## src/rtl/controlador_acessos_pkg.sv

```systemverilog
// Shared definitions for the memoria request sequencer: widths, FSM encodings,
// the request record carried through the FIFO and the saturating counter helper.
package controlador_acessos_pkg;

    localparam int ADDR_W = 5;
    localparam int DATA_W = 8;
    localparam int REQ_W  = 1 + ADDR_W + DATA_W;

    localparam logic [7:0] CNT_SAT = 8'd255;

    localparam logic [1:0] ST_IDLE  = 2'd0;
    localparam logic [1:0] ST_ISSUE = 2'd1;
    localparam logic [1:0] ST_WAIT  = 2'd2;
    localparam logic [1:0] ST_RESP  = 2'd3;

    typedef struct packed {
        logic              wren;
        logic [ADDR_W-1:0] endereco;
        logic [DATA_W-1:0] data;
    } req_t;

    // Statistics stop at CNT_SAT instead of wrapping back to zero.
    function automatic logic [7:0] sat_inc(input logic [7:0] value);
        return (value == CNT_SAT) ? value : value + 8'd1;
    endfunction

endpackage

```

## src/rtl/controlador_acessos_fifo_requisicoes.sv

```systemverilog
// Request queue between the processor handshake and the sequencer FSM.
// Head is visible combinationally; a separate count tells full from empty.
module fifo_requisicoes #(
    parameter int DEPTH = 4,
    parameter int WIDTH = 14
) (
    input  logic             i_clock,
    input  logic             i_reset,
    input  logic             i_push,
    input  logic             i_pop,
    input  logic [WIDTH-1:0] i_data,
    output logic [WIDTH-1:0] o_data,
    output logic             o_full,
    output logic             o_empty
);

    localparam int PTR_W = $clog2(DEPTH);
    localparam logic [PTR_W:0] FULL_COUNT = (PTR_W + 1)'(DEPTH);

    logic [WIDTH-1:0] r_mem [DEPTH];
    logic [PTR_W-1:0] r_wr_ptr;
    logic [PTR_W-1:0] r_rd_ptr;
    logic [PTR_W:0]   r_count;
    logic             w_push;
    logic             w_pop;

    // Full/empty gate the requests so the queue never overwrites or underflows.
    assign w_push  = i_push && !o_full;
    assign w_pop   = i_pop && !o_empty;
    assign o_full  = (r_count == FULL_COUNT);
    assign o_empty = (r_count == '0);
    assign o_data  = r_mem[r_rd_ptr];

    always_ff @(posedge i_clock) begin
        if (w_push) begin
            r_mem[r_wr_ptr] <= i_data;
        end
    end

    always_ff @(posedge i_clock) begin
        if (i_reset) begin
            r_wr_ptr <= '0;
            r_rd_ptr <= '0;
            r_count  <= '0;
        end else begin
            if (w_push) begin
                r_wr_ptr <= r_wr_ptr + PTR_W'(1);
            end
            if (w_pop) begin
                r_rd_ptr <= r_rd_ptr + PTR_W'(1);
            end
            case ({w_push, w_pop})
                2'b10:   r_count <= r_count + (PTR_W + 1)'(1);
                2'b01:   r_count <= r_count - (PTR_W + 1)'(1);
                default: r_count <= r_count;
            endcase
        end
    end

endmodule

```

## src/rtl/controlador_acessos.sv

```systemverilog
// Sequencer that queues processor requests and issues them to memoria one at a
// time, waiting for a cache or main-memory hit or a timeout before responding.
module controlador_acessos
    import controlador_acessos_pkg::*;
#(
    parameter int DEPTH    = 4,
    parameter int MAX_WAIT = 8
) (
    input  logic        clock_in,
    input  logic        reset_in,
    input  logic        req_valid_in,
    output logic        req_ready_out,
    input  logic        req_wren_in,
    input  logic [4:0]  req_endereco_in,
    input  logic [7:0]  req_data_in,
    output logic        mem_wren_out,
    output logic [4:0]  mem_endereco_out,
    output logic [7:0]  mem_data_out,
    input  logic [7:0]  mem_q_in,
    input  logic        mem_hit_cache_in,
    input  logic        mem_hit_memPrin_in,
    output logic        resp_valid_out,
    output logic [7:0]  resp_data_out,
    output logic        resp_hit_cache_out,
    output logic        resp_erro_out,
    output logic        busy_out,
    output logic [7:0]  cont_hits_out,
    output logic [7:0]  cont_misses_out
);

    localparam int WAIT_W = $clog2(MAX_WAIT + 1);
    localparam logic [WAIT_W-1:0] WAIT_LAST = WAIT_W'(MAX_WAIT - 1);

    logic [1:0]        r_state;
    req_t              r_txn;
    logic [WAIT_W-1:0] r_wait;
    logic              r_mem_wren;
    logic [7:0]        r_cap_data;
    logic              r_cap_hit;
    logic              r_cap_erro;
    logic              r_resp_valid;
    logic [7:0]        r_resp_data;
    logic              r_resp_hit;
    logic              r_resp_erro;
    logic [7:0]        r_hits;
    logic [7:0]        r_misses;

    req_t              w_req_in;
    req_t              w_fifo_head;
    logic              w_fifo_full;
    logic              w_fifo_empty;
    logic              w_fifo_push;
    logic              w_fifo_pop;

    assign w_req_in    = {req_wren_in, req_endereco_in, req_data_in};
    assign w_fifo_push = req_valid_in && !w_fifo_full;
    assign w_fifo_pop  = (r_state == ST_IDLE) && !w_fifo_empty;

    fifo_requisicoes #(
        .DEPTH (DEPTH),
        .WIDTH (REQ_W)
    ) u_fifo (
        .i_clock (clock_in),
        .i_reset (reset_in),
        .i_push  (w_fifo_push),
        .i_pop   (w_fifo_pop),
        .i_data  (w_req_in),
        .o_data  (w_fifo_head),
        .o_full  (w_fifo_full),
        .o_empty (w_fifo_empty)
    );

    // The transaction register doubles as the mem_* address/data drivers, so
    // they naturally hold their last value between transactions.
    always_ff @(posedge clock_in) begin
        if (reset_in) begin
            r_state      <= ST_IDLE;
            r_txn        <= '0;
            r_wait       <= '0;
            r_mem_wren   <= 1'b0;
            r_cap_data   <= '0;
            r_cap_hit    <= 1'b0;
            r_cap_erro   <= 1'b0;
            r_resp_valid <= 1'b0;
            r_resp_data  <= '0;
            r_resp_hit   <= 1'b0;
            r_resp_erro  <= 1'b0;
            r_hits       <= '0;
            r_misses     <= '0;
        end else begin
            r_resp_valid <= 1'b0;
            case (r_state)
                ST_IDLE: begin
                    if (!w_fifo_empty) begin
                        r_txn      <= w_fifo_head;
                        r_mem_wren <= w_fifo_head.wren;
                        r_wait     <= '0;
                        r_state    <= ST_ISSUE;
                    end
                end
                ST_ISSUE: begin
                    r_state <= ST_WAIT;
                end
                ST_WAIT: begin
                    // Result is parked in r_cap_* so resp_* only change on the pulse.
                    if (mem_hit_cache_in) begin
                        r_cap_data <= r_txn.wren ? r_txn.data : mem_q_in;
                        r_cap_hit  <= 1'b1;
                        r_cap_erro <= 1'b0;
                        r_hits     <= sat_inc(r_hits);
                        r_mem_wren <= 1'b0;
                        r_state    <= ST_RESP;
                    end else if (mem_hit_memPrin_in) begin
                        r_cap_data <= r_txn.wren ? r_txn.data : mem_q_in;
                        r_cap_hit  <= 1'b0;
                        r_cap_erro <= 1'b0;
                        r_misses   <= sat_inc(r_misses);
                        r_mem_wren <= 1'b0;
                        r_state    <= ST_RESP;
                    end else begin
                        r_wait <= r_wait + WAIT_W'(1);
                        if (r_wait == WAIT_LAST) begin
                            r_cap_data <= '0;
                            r_cap_hit  <= 1'b0;
                            r_cap_erro <= 1'b1;
                            r_misses   <= sat_inc(r_misses);
                            r_mem_wren <= 1'b0;
                            r_state    <= ST_RESP;
                        end
                    end
                end
                ST_RESP: begin
                    r_resp_valid <= 1'b1;
                    r_resp_data  <= r_cap_data;
                    r_resp_hit   <= r_cap_hit;
                    r_resp_erro  <= r_cap_erro;
                    r_state      <= ST_IDLE;
                end
                default: begin
                    r_state <= ST_IDLE;
                end
            endcase
        end
    end

    assign req_ready_out      = !w_fifo_full;
    assign busy_out           = (r_state != ST_IDLE) || !w_fifo_empty;
    assign mem_wren_out       = r_mem_wren;
    assign mem_endereco_out   = r_txn.endereco;
    assign mem_data_out       = r_txn.data;
    assign resp_valid_out     = r_resp_valid;
    assign resp_data_out      = r_resp_data;
    assign resp_hit_cache_out = r_resp_hit;
    assign resp_erro_out      = r_resp_erro;
    assign cont_hits_out      = r_hits;
    assign cont_misses_out    = r_misses;

endmodule

```

## config.mk

```make
export PLATFORM = sky130hd
export DESIGN_NAME = controlador_acessos
export DESIGN_NICKNAME = d
export VERILOG_FILES = /design/src/rtl/controlador_acessos_pkg.sv /design/src/rtl/controlador_acessos_fifo_requisicoes.sv /design/src/rtl/controlador_acessos.sv
export SDC_FILE = /design/constraint.sdc
export NUM_CORES = 1
export LEC_CHECK = 0
export ABC_AREA = 1
export BUFFER_PORTS_ARGS = -buffer_cell sky130_fd_sc_hd__buf_2
export CAP_MARGIN = 15
export CORE_MARGIN = 2
export CORE_UTILIZATION = 45
export DETAILED_ROUTE_END_ITERATION = 12
export GPL_ROUTABILITY_DRIVEN = 1
export PLACE_DENSITY = 0.62
export SLEW_MARGIN = 0
export SYNTH_ARGS = -nofsm -noshare
export SYNTH_HDL_FRONTEND = slang
export SYNTH_SLANG_ARGS = --single-unit
export TNS_END_PERCENT = 1
```

## constraint.sdc

```tcl
create_clock -name clock_in -period 3.9 [get_ports clock_in]
set_input_delay 0.78 -clock clock_in [delete_from_list [all_inputs] [get_ports clock_in]]
set_output_delay 0.78 -clock clock_in [all_outputs]
set_load 0.02 [all_outputs]
```

## After elaboration in Yosys (flattened, before gate mapping)

Memory sizes are Yosys's and may differ from the RTL's. A register that Yosys moved wholly into a read port is not among the register bits.
Index checks and enable logic that the tools add are counted.

- Output and inout bits: 43
- Latch bits: 0
- Memories kept: 1
- Memory bits (writable): 56
- Flip-flop bits (word level): 65
- ROM bits: 0

Memories:

| memory | words | bits a word | rd ports | clocked after Yosys merged registers in | write ports | line | source |
|---|---|---|---|---|---|---|---|
| u_fifo.r_mem | 4 | 14 | 1 | 1 | 1 | controlador_acessos_fifo_requisicoes.sv:20 | `logic [WIDTH-1:0] r_mem [DEPTH];` |

- Shifts and indexed selects: 0
- Reductions and logical operators: 21
- Add/subtract/negate cells: 7
- Mux-type cells: 31
- Divide/modulo/power cells: 0
- Multiply operators: 0
- Equality and inequality tests: 13
- Magnitude comparators: 0
- Bitwise gates (word level): 3

Operators with widths:

| kind | count |
|---|---|
| $mux 8 | 7 |
| $add 8x1->8 const B | 2 |
| $eq 8x8->1 const B | 2 |
| $mux 2 | 6 |
| $mux 4 | 3 |
| $mux 1 | 11 |
| $reduce_and 3->1 | 3 |
| $pmux 2 s4 | 1 |
| $pmux 4 s2 | 1 |
| $reduce_bool 2->1 | 4 |
| $eq 2x2->1 const B | 3 |
| $ne 2x2->1 const B | 3 |
| $pmux 3 s2 | 1 |
| $reduce_and 2->1 | 3 |
| $add 2x1->2 const B | 2 |
| $add 4x1->4 const B | 1 |
| $eq 2x1->1 const B | 2 |
| $eq 4x3->1 const B | 1 |
| $logic_and 1x1->1 | 4 |
| $ne 4x4->1 const B | 1 |
| $reduce_and 4->1 | 1 |
| $add 3x1->3 const B | 1 |
| $eq 3x3->1 const B | 1 |
| $logic_not 3->1 | 1 |
| 7 further kinds | 10 |

## Longest topological paths before layout

Gate-level depths: netlist (run 1).

- Depth in word-level cells: 6
- Depth in mapped cells: 12

## By module

Synthesis (run 1) repeated with hierarchy kept, for this count alone.

- Cells, all modules: 600
- Area, all modules: 5,490.3 µm²

Modules (own cells, without submodules):

| module | cells an instance | times used | area each (µm²) |
|---|---|---|---|
| controlador_acessos | 395 | 1 | 2,812.7 |
| fifo_requisicoes | 205 | 1 | 2,677.6 |

## Least setup slack after synthesis (run 1)

No wires, ideal clock.

- Path type: in2reg
- From: in req_valid_in
- To: reg u_fifo.r_count[2]
- Path buffers: 0
- Path slack: 1.831 ns
- Data arrival time: 1.947 ns
- Cell stages on the path: 8
- Required time: 3.778 ns
- Library setup time: 0.122 ns
- Path through: nand2_1 > ha_1 > inv_1 > fa_1 > a21oi_1 > o21ai_0 > o21ai_0 > a21oi_1

- Word-level cells in the longest chain between the ends: 4

RTL lines:

| element | line | source |
|---|---|---|
| start, declared | controlador_acessos.sv:11 | `input logic req_valid_in,` |
| $logic_and 1x1->1 * | controlador_acessos.sv:56 | `assign w_fifo_push = req_valid_in && !w_fifo_full;` |
| $logic_and 1x1->1 * | controlador_acessos_fifo_requisicoes.sv:28 | `assign w_push = i_push && !o_full;` |
| $eq 2x1->1 / $eq 2x2->1 (equally long branches) | controlador_acessos_fifo_requisicoes.sv:52 | `case ({w_push, w_pop})` |
| $pmux 3 s2 / $reduce_bool 2->1 (equally long branches) | -- |  |
| end signal, assigned | controlador_acessos_fifo_requisicoes.sv:53 | `2'b10: r_count <= r_count + (PTR_W + 1)'(1);` |
| end signal, assigned | controlador_acessos_fifo_requisicoes.sv:54 | `2'b01: r_count <= r_count - (PTR_W + 1)'(1);` |
| end signal, assigned | controlador_acessos_fifo_requisicoes.sv:55 | `default: r_count <= r_count;` |
| end, declared | controlador_acessos_fifo_requisicoes.sv:23 | `logic [PTR_W:0] r_count;` |

Mark *: on every way between the ends. The rest lies on a longest branch, timed or not.
A chain may end at the register's enable or synchronous reset.

## Worst setup path after layout (run 1)

- From: reg r_state[0]
- To: reg u_fifo.r_count[2]

- Word-level cells in the longest chain between the ends: 5

RTL lines:

| element | line | source |
|---|---|---|
| start, declared | controlador_acessos.sv:34 | `logic [1:0] r_state;` |
| start signal, assigned | controlador_acessos.sv:77 | `r_state <= ST_IDLE;` |
| start signal, assigned | controlador_acessos.sv:98 | `r_state <= ST_ISSUE;` |
| start signal, assigned | controlador_acessos.sv:102 | `r_state <= ST_WAIT;` |
| $logic_not 2->1 * | controlador_acessos.sv:57 | `assign w_fifo_pop = (r_state == ST_IDLE) && !w_fifo_empty;` |
| $logic_and 1x1->1 * | controlador_acessos.sv:57 |  |
| $logic_and 1x1->1 * | controlador_acessos_fifo_requisicoes.sv:29 | `assign w_pop = i_pop && !o_empty;` |
| $eq 2x1->1 / $eq 2x2->1 (equally long branches) | controlador_acessos_fifo_requisicoes.sv:52 |  |
| $pmux 3 s2 / $reduce_bool 2->1 (equally long branches) | -- |  |

Marked as above.

==> run_results.csv, run 1 <==
group,metric,value,unit
yosys,synth_edf_count,56,
run_status,status,"complete, no violations",
timing,finalCritPeriodShare,60.8,%
timing,fmax,422,MHz
power,p_switching,1.45,mW
floorplanning,io-pin-count,70,
yosys,ys_seq_area_share,58.1,%
global_route,grt_pass1_wl,18.5,mm
cts,cts_made_buffers,17,
global_route,met2_usage,30.3,%
placed_design,portBuffers,69,
cells_and_area,drive_above_1_share,19.3,%
drt,vias,3971,
floorplanning,coreArea,11400,um2
yosys,syn_area,5200,um2
power,clkPwrFrac,35.0,%
job,maxCapViolations,0,
cts,clock_tree.htree_level_count,4,
drt,drt_iter0_drc,280,
yosys,ys.flop_type,"dfxtp_1",
timing,finalClockSkew,0.0154,ns
cts,post_cts_buffers,0,
cells_and_area,fillers,1047,
yosys,async_reset_ff_share,0,%
drt,via_per_inst,5.03,
timing,worst_pin_slew,0.948,ns
global_route,grt_busiest_layer,"met2",
drt,drc,0,
power,leakage,2.56,nW
timing,setup_viol,0,
cells_and_area,diodes,0,
cts,cts_tree,"done",
floorplanning,die_h,111,um
global_route,met1_usage,24.0,%
setup_path,crit_arrival,2.66,ns
global_route,grt_max_degree,30,
timing,period_minus_slack,2.37,ns
cts,clk_path_buf_depth,2,
setup_path,worstSetupPathType,"flop to flop",
cts,clock-sinks,123,
yosys,synth_seq_cells,123,
power,p_comb_share,25.6,%
yosys,yosys-top-cells-area,"edfxtp_1 (32%), dfxtp_1 (26%), nor2_1 (7.9%)",
power,power_frac_seq,39.5,%
cells_and_area,finalNonFillerCells,789,
setup_path,required,4.19,ns
timing,rsz0062_at_grt,"no",
floorplanning,rows,39,
yosys,netlist_instances,570,
timing,slew_headroom,36.7,%
drt,wire_per_inst,14.0,um
placed_design,place_inst,757,
placed_design,place_congestion,0.829,
floorplanning,fp.dieArea,12400,um2
floorplanning,initial_core_util,45.7,%
setup_path,cp-start-kind,"flop",
cells_and_area,layout.nets,672,
cts,holdBufCountCts,0,
global_route,grt_pass1_vias,3714,
cts,cts-root-buf,"clkbuf_16",
cts,clock_latency,0.42,ns
yosys,netlist.area_leader.share,32.3,%
cells_and_area,utilization,54.3,%
global_route,met3_usage,4.63,%
global_route,grt_antenna_before_repair,0,
cells_and_area,area_growth,18.7,%
drt,routed_wl,11.0,mm
timing,timing.setup.tns,0,ns
setup_path,worstSetupEndpointType,"flop",
yosys,yosysWarnings,0,
yosys,yosysTopAreaCell,"edfxtp_1",
yosys,syn_nets,609,
power,swShare,33.2,%
floorplanning,die_w,111,um
yosys,syn_area_per_cell,9.12,um2
drt,postRouteAntennaNets,0,
setup_path,path_max_fanout,17,
drt,drt_pass1_iterations,5,
cts,ctsResizeCount,0,
global_route,grt_overflow,0,
yosys,synth_cell_types,29,
power,vdd_drop_max,0.385,mV
power,powerDensity,709,nW/um2
timing,maxSlewViolCount,0,
global_route,track_usage,18.9,%
timing,hold_viol_final,0,
hold_path,hold_class,"flop to flop",
cts,cts.clk_slew.worst_paths,0.05,ns
power,p_int,2.92,mW
placed_design,dp_hpwl,7.46,mm
[power by group through the flow]
stage / clock network (mW) / registers [mW] / logic (mW)
after floorplan: 0 / 1.70 / 0.904
after global placement: 0 / 1.74 / 1.10
after detailed placement: 0 / 1.75 / 1.12
after CTS: 1.56 / 1.73 / 1.13
after global routing: 1.62 / 1.75 / 1.29
final: 1.53 / 1.73 / 1.12
[cell usage in the layout (no fill, tap or decap), types with 2 or more instances in the layout]
| cell | count |
|---|---|
| nor2_1 | 109 |
| nand2_1 | 79 |
| buf_2 | 69 |
| dfxtp_1 | 67 |
| o21ai_0 | 57 |
| edfxtp_1 | 56 |
| inv_1 | 41 |
| a21oi_1 | 34 |
| nand3_1 | 21 |
| clkbuf_16 | 17 |
| o22ai_1 | 13 |
| ha_1 | 11 |
| o21ai_1 | 10 |
| o211ai_1 | 8 |
| or2_2 | 7 |
| inv_2 | 6 |
| buf_4 | 5 |
| nand2_4 | 3 |
| xnor2_1 | 3 |
| xor2_1 | 3 |
| clkinv_2 | 3 |
| clkinv_1 | 3 |
| bufinv_16 | 3 |
| nand2_2 | 2 |
| nor2_2 | 2 |
| nor2_4 | 2 |
| nor3_1 | 2 |
| clkinv_4 | 2 |
| clkbuf_1 | 2 |
[logic make-up (layout without fill, tap and decap cells)]
family | count (synthesis) | after routing | synth area share [%]
AO/OA/AOI/OAI | 123 | 123 | 12.6
XOR/XNOR | 6 | 6 | 1.01
adder cells (fa/ha/maj) | 12 | 12 | 3.03
buffers and inverters | 77 | 153 | 6.74
flip-flops | 123 | 123 | 58.1
AND/OR/NAND/NOR | 229 | 229 | 18.5
[layout make-up]
| cell class | count | area (um2) | share of cell area (%) |
|---|---|---|---|
| Clock inverter | 13 | 150 | 2.43 |
| Tap cell | 143 | 179 | 2.90 |
| Sequential cell | 123 | 3020 | 49.0 |
| Multi-Input combinational cell | 370 | 1830 | 29.6 |
| Clock buffer | 19 | 433 | 7.02 |
| Inverter | 47 | 176 | 2.86 |
| Timing Repair Buffer | 74 | 383 | 6.20 |
[Yosys cell counts, types with 10 or more instances]
library cell	number
dfxtp_1	67
edfxtp_1	56
nand2_1	79
inv_1	41
o22ai_1	13
a21oi_1	34
buf_4	15
ha_1	11
nand3_1	21
nor2_1	109
clkbuf_1	10
o21ai_0	57
o21ai_1	10
[final timing paths]
| kind | from | end | slack, ns | cells after the start |
|---|---|---|---|---|
| max | r_state[0] | u_fifo.r_count[2] | 1.53 | 11 |
| min | u_fifo.r_rd_ptr[1] | u_fifo.r_rd_ptr[1] | 0.47 | 2 |
| max reg2reg | r_state[0] | u_fifo.r_count[2] | 1.53 | 11 |
| min reg2reg | u_fifo.r_rd_ptr[1] | u_fifo.r_rd_ptr[1] | 0.47 | 2 |
[metrics by stage]
| stage | hold slack, ns | area [um2] | worst slack (ns) | power, mW |
|---|---|---|---|---|
| 2_1_floorplan | 0.433 | 5200 | 1.83 | 2.60 |
| 3_3_place_gp | 0.443 | 5590 | 1.61 | 2.84 |
| 3_5_place_dp | 0.458 | 5590 | 1.54 | 2.87 |
| 4_1_cts | 0.465 | 6170 | 1.52 | 4.42 |
| 5_1_grt | 0.495 | 6170 | 1.23 | 4.66 |
| 6_report | 0.471 | 6170 | 1.53 | 4.37 |
[worst max-delay path, cell delays in order, from the launching register on]
cell and delay [ns]:
dfxtp_1 0.32, inv_1 0.09, ha_1 0.22, nand2_2 0.23
inv_2 0.29, ha_1 0.19, inv_1 0.07, fa_1 0.37
a21oi_1 0.14, o21ai_0 0.11, o21ai_0 0.15, a21oi_1 0.06
[routing by layer]
layer  part of all wire, %  wire, um  up-vias
met5                     0         0        -
met3                   4.2       468       23
met1                    45      4970     1829
met2                    48      5290      100
li1                      -         -     2019
met4                   2.9       315        0
[sequential cells by signal (all words and copies together), names as in the netlist, 3 cells and up, named ones only]
register / cells
cont_hits_out: 8
cont_misses_out: 8
mem_data_out: 8
mem_endereco_out: 5
r_cap_data: 8
r_wait: 4
resp_data_out: 8
u_fifo.r_count: 3
u_fifo.r_mem: 56
(Power assumes the default switching activity.)
==> run 2: changes to the inputs <==
==> constraint.sdc (replaced) <==
create_clock -name clock_in -period 2.35 [get_ports clock_in]
set_input_delay 0.47 -clock clock_in [delete_from_list [all_inputs] [get_ports clock_in]]
set_output_delay 0.47 -clock clock_in [all_outputs]
set_load 0.02 [all_outputs]
==> run_results.csv, run 2 (synthesis gave the netlist of run 1 again) <==
group,metric,value,unit
cts,post_cts_buffers,0,
drt,postRouteAntennaNets,0,
setup_path,worstSetupPathType,"flop to flop",
drt,wire_per_inst,13.8,um
timing,fmax,503,MHz
cells_and_area,diodes,0,
timing,period_minus_slack,1.99,ns
global_route,grt_overflow,0,
timing,rsz0062_at_grt,"no",
power,power,7.46,mW
job,maxCapViolations,0,
timing,hold_viol_final,0,
cells_and_area,layout.nets,677,
drt,via_per_inst,4.93,
placed_design,dp_hpwl,7.34,mm
cells_and_area,fillers,1020,
power,powerDensity,1200,nW/um2
cts,clock_tree.htree_level_count,4,
cts,ctsResizeCount,0,
floorplanning,die_h,111,um
setup_path,crit_arrival,2.29,ns
setup_path,worstPathCellList,"inv_1 > nand3_1 > nand2_1 > ha_1 > inv_1 > fa_1 > a21oi_1 > o21ai_0 > o21ai_0 > a21oi_1",
placed_design,portBuffers,69,
setup_path,path_max_fanout,9,
cts,clk_path_buf_depth,2,
cts,cts.clk_slew.worst_paths,0.05,ns
cts,holdBufCountCts,0,
timing,worst_pin_slew,0.436,ns
global_route,grt_max_degree,46,
timing,maxSlewViolCount,0,
drt,vias,3912,
cells_and_area,layout_commonest_cell,"nor2_1",
timing,slew_headroom,70.9,%
cts,cts_tree,"done",
timing,setup_viol,0,
cts,cts_made_buffers,17,
drt,routed_wl,10.9,mm
cells_and_area,drive_above_1_share,20.1,%
cts,clock-sinks,123,
timing,finalCritPeriodShare,84.6,%
setup_path,crit_path_max_incr_delay,0.37,ns
cts,cts-root-buf,"clkbuf_16",
setup_path,cp-start-kind,"flop",
timing,setup_slack,0.361,ns
setup_path,cp_slowest_cell,"fa_1",
cells_and_area,layout_common_cells,"nor2_1 (109), nand2_1 (79), buf_2 (69)",
hold_path,hold_class,"input pin to flop",
power,leakage,2.60,nW
placed_design,place_congestion,0.820,
global_route,grt_pass1_vias,3710,
floorplanning,coreArea,11400,um2
setup_path,required,2.65,ns
cts,clock_latency,0.42,ns
floorplanning,die_w,111,um
run_status,status,"complete, no violations",
setup_path,worstSetupEndpointType,"flop",
drt,drt_pass1_iterations,4,
cells_and_area,area_growth,20.0,%
power,vdd_drop_max,0.558,mV
timing,finalClockSkew,0.00615,ns
floorplanning,io-pin-count,70,
global_route,grt_pass1_wl,18.2,mm
drt,drc,0,
floorplanning,rows,39,
global_route,grt_antenna_before_repair,0,
global_route,track_usage,18.6,%
floorplanning,fp.dieArea,12400,um2
timing,timing.setup.tns,0,ns
placed_design,pre_cts_ws,0.376,ns
cells_and_area,top_register,"u_fifo.r_mem",
cells_and_area,largest_reg_flops,56,
floorplanning,initial_core_util,45.7,%
drt,drt_iter0_drc,264,
run 2: cell types whose count changed in the layout (fill, tap and decap cells not counted), sizes merged:
cell      delta
buf          +5
clkinv       -3
bufinv       +1
clkbuf       +1
clkinvlp     +1
run 2: path summary, 6_finish.rpt:
path | depth (start not counted) | from | endpoint | slack, ns
worst max-delay path | 10 | u_fifo.r_count[1] | u_fifo.r_count[2] | 0.36
worst min-delay path | 1 | req_endereco_in[1] | u_fifo.r_mem[0][9] | 0.27
worst max register to register | 10 | u_fifo.r_count[1] | u_fifo.r_count[2] | 0.36
worst min register to register | 2 | u_fifo.r_rd_ptr[1] | flop | 0.46
run 2: critical path: cells and delay by family (launching register included):
family / cells / cell delay [ns]
adders and majority gates: 2 / 0.56
AOI/OAI and AO/OA: 4 / 0.47
buffers and inverters: 2 / 0.18
and+or+nand+nor: 2 / 0.34
DFF: 1 / 0.31
run 2: final cells by class:
| type | instances | area, um2 | share of cell area, % |
|---|---|---|---|
| Sequential cell | 123 | 3020 | 48.4 |
| Multi-Input combinational cell | 370 | 1830 | 29.3 |
| Clock buffer | 20 | 447 | 7.16 |
| Timing Repair Buffer | 79 | 420 | 6.73 |
| Tap cell | 143 | 179 | 2.87 |
| Inverter | 47 | 176 | 2.83 |
| Clock inverter | 12 | 170 | 2.73 |
run 2: stage by stage:
step	std cells	util (%)	hold slack (ns)	area, um2
after floorplan	570	-	0.433	5200
after global placement	762	49.5	0.442	5630
after detailed placement	762	49.5	0.452	5630
after CTS	794	54.9	0.250	6240
after global routing	794	54.9	0.258	6240
final	794	54.9	0.268	6240
run 2: layer usage:
metal	track usage [%]	vias to the layer above	share of wire (%)
li1	-	2037	-
met1	24.0	1785	47
met2	29.7	77	48
met3	5.23	13	3.9
met4	7.74	0	1.5
met5	0	-	0
run 2: power by group:
| group | switching (mW) | total (mW) | internal, mW |
|---|---|---|---|
| combinational | 1.34 | 1.99 | 0.649 |
| clock | 0.899 | 2.69 | 1.79 |
| sequential | 0.190 | 2.78 | 2.59 |
| total | 2.43 | 7.46 | 5.04 |
==> run 3: changes to the inputs <==
--- a/config.mk
+++ b/config.mk
@@ -5,14 +5,14 @@
 export SDC_FILE = /design/constraint.sdc
 export NUM_CORES = 1
 export LEC_CHECK = 0
-export ABC_AREA = 1
+export ABC_AREA = 0
 export BUFFER_PORTS_ARGS = -buffer_cell sky130_fd_sc_hd__buf_2
 export CAP_MARGIN = 15
 export CORE_MARGIN = 2
 export CORE_UTILIZATION = 45
 export DETAILED_ROUTE_END_ITERATION = 12
 export GPL_ROUTABILITY_DRIVEN = 1
-export PLACE_DENSITY = 0.62
+export PLACE_DENSITY = 0.64
 export SLEW_MARGIN = 0
 export SYNTH_ARGS = -nofsm -noshare
 export SYNTH_HDL_FRONTEND = slang
==> constraint.sdc (replaced) <==
create_clock -name clock_in -period 1.7 [get_ports clock_in]
set_input_delay 0.34 -clock clock_in [delete_from_list [all_inputs] [get_ports clock_in]]
set_output_delay 0.34 -clock clock_in [all_outputs]
set_load 0.02 [all_outputs]
==> run_results.csv, run 3 <==
group,metric,value,unit
run_status,status,"finished with violations",
run_status,violations,"setup timing",
placed_design,portBuffers,69,
cells_and_area,layout_commonest_cell,"buf_2",
setup_path,crit_arrival,2.42,ns
global_route,grt_max_degree,39,
yosys,synth_commonest_cells,"dfxtp_1 (67), edfxtp_1 (56), nor2_1 (47), nand2_1 (43), a21oi_1 (35)",
power,vdd_drop_max,1.07,mV
yosys,synth_cell_types,54,
floorplanning,die_h,110,um
timing,period_minus_slack,2.09,ns
cts,cts.clk_slew.worst_paths,0.06,ns
cells_and_area,diodes,0,
cts,holdBufCountCts,0,
setup_path,required,2.03,ns
yosys,syn_area_per_cell,12.1,um2
timing,setup_slack,-0.391,ns
job,maxCapViolations,0,
floorplanning,io-pin-count,70,
yosys,yosysTopAreaCell,"edfxtp_1",
timing,worst_pin_slew,0.473,ns
power,power,10.4,mW
hold_path,hold_class,"input pin to flop",
timing,setup_viol,4,
placed_design,dp_hpwl,6.69,mm
setup_path,path_max_fanout,2,
cells_and_area,largest_reg_flops,56,
timing,rsz0062_at_grt,"yes",
global_route,met3_usage,5.70,%
cts,cts_made_buffers,17,
global_route,grt_overflow,0,
timing,maxSlewViolCount,0,
drt,drt_pass1_iterations,5,
timing,hold_viol_final,0,
cells_and_area,layout.nets,548,
timing,slew_headroom,68.4,%
timing,finalClockSkew,0.00544,ns
yosys,ys.flop_type,"dfxtp_1",
power,powerDensity,1630,nW/um2
floorplanning,coreArea,10900,um2
cts,cts-root-buf,"clkbuf_16",
cts,clock_tree.htree_level_count,4,
power,leakage,2.44,nW
global_route,met2_usage,28.3,%
drt,routed_wl,9.90,mm
setup_path,cp_slowest_cell,"or3b_4",
setup_path,worstSetupEndpointType,"flop",
floorplanning,fp.dieArea,12200,um2
global_route,track_usage,17.2,%
yosys,synth_edf_count,56,
global_route,grt_busiest_layer,"met2",
cells_and_area,area_growth,26.2,%
drt,vias,3405,
floorplanning,die_w,110,um
yosys,synth_most_common_cell,"dfxtp_1",
yosys,async_reset_ff_share,0,%
yosys,netlist.area_leader.share,33.0,%
timing,finalCritPeriodShare,123,%
drt,drt_iter0_drc,148,
global_route,met1_usage,21.3,%
drt,wire_per_inst,15.0,um
setup_path,worstPathCellList,"or3b_4 > and2_4 > inv_4 > ha_4 > inv_2 > fa_2 > xor2_1 > or3_1 > a21oi_2",
yosys,netlist_instances,421,
global_route,grt_pass1_wl,15.6,mm
cts,cts_tree,"done",
setup_path,cp-start-kind,"flop",
yosys,synth_seq_cells,123,
cells_and_area,utilization,58.8,%
cells_and_area,top_register,"u_fifo.r_mem",
yosys,syn_area,5090,um2
floorplanning,initial_core_util,46.6,%
cts,clock_latency,0.40,ns
setup_path,worstSetupPathType,"flop to flop",
drt,via_per_inst,5.14,
cells_and_area,layout_common_cells,"buf_2 (68), dfxtp_1 (64), edfxtp_1 (56)",
yosys,syn_nets,460,
timing,fmax,478,MHz
drt,drc,0,
global_route,grt_pass1_vias,3215,
yosys,ys_seq_area_share,59.4,%
cts,clock-sinks,123,
cells_and_area,drive_above_1_share,33.9,%
setup_path,crit_path_max_incr_delay,0.38,ns
placed_design,place_congestion,0.835,
cells_and_area,fillers,917,
global_route,grt_antenna_before_repair,0,
floorplanning,rows,38,
yosys,yosysWarnings,0,
drt,postRouteAntennaNets,0,
cts,clk_path_buf_depth,2,
yosys,yosys-top-cells-area,"edfxtp_1 (33%), dfxtp_1 (26%), mux4_2 (6.2%)",
==> run 3: changes by cell type in the layout (fill, tap and decap cells not counted), sizes merged, moves of 7 or more <==
cell    delta
nor2      -66
o21ai     -60
nand2     -41
inv       -28
buf       +23
mux2i     +21
nand3     -15
mux4      +14
o22ai     -13
or2        -8
o211ai     -7
==> run 3: cell families after synthesis <==
logic type / Yosys count / synth area share, %
AND/OR/NAND/NOR: 132 / 12.4
flip-flops: 123 / 59.4
AO/OA/AOI/OAI: 62 / 7.99
buffers and inverters: 46 / 4.89
multiplexers: 36 / 10.5
adder cells (fa/ha/maj): 12 / 3.10
XOR/XNOR: 10 / 1.72
==> run 3: what timing repair did <==
action | in CTS | in global routing
pin swaps | 0 | 5
resized for setup | 6 | 9
endpoints found under the setup margin | 26 | 28
setup buffers | 0 | 0
==> run 3: where the power goes <==
| part | switching [mW] | internal, mW |
|---|---|---|
| registers | 0.291 | 3.56 |
| logic | 1.48 | 1.28 |
| clock network | 1.35 | 2.49 |
| total | 3.12 | 7.32 |
==> run 3: layout make-up <==
class	count	area (um2)	area share, %
sequential	123	3030	47.1
multi-input combinational	252	1900	29.6
timing repair buffer	102	637	9.91
clock buffer	17	425	6.62
clock inverter	15	210	3.27
tap	140	175	2.73
inverter	13	51.3	0.798
==> run 3: worst paths after layout <==
check	start	to	slack (ns)	depth (start not counted)
worst min-delay path	req_endereco_in[0]	u_fifo.r_mem[1][8]	0.15	1
worst max register to register	u_fifo.r_count[2]	u_fifo.r_count[2]	-0.39	9
worst max-delay path	u_fifo.r_count[2]	u_fifo.r_count[2]	-0.39	9
worst min register to register	r_cap_hit	r_cap_hit	0.46	2
==> run 3: worst max-delay path, delay by kind of cell (launching register included) <==
kind	cells	cell delay, ns
flip-flops	1	0.34
AO/OA/AOI/OAI	1	0.12
AND/OR/NAND/NOR	3	0.87
buffers and inverters	2	0.09
XOR/XNOR	1	0.15
adder cells (fa/ha/maj)	2	0.45
==> run 3: routing by layer <==
metal / part of all wire (%) / vias to the layer above
li1: - / 1691
met5: 0 / -
met1: 46 / 1628
met2: 49 / 80
met4: 0.77 / 0
met3: 4.5 / 6
==> run 3: metrics by stage <==
step                TNS [ns]  hold slack, ns  cell area, um2  setup slack, ns  std cells
detailed placement     -1.15           0.448            5730           -0.381        630
global placement      -0.712           0.444            5730           -0.319        630
finish                -0.848           0.146            6430           -0.391        662
floorplan             -0.717           0.436            5120           -0.426        421
CTS                   -0.933           0.127            6380           -0.387        662
global route           -1.22           0.132            6430           -0.475        662
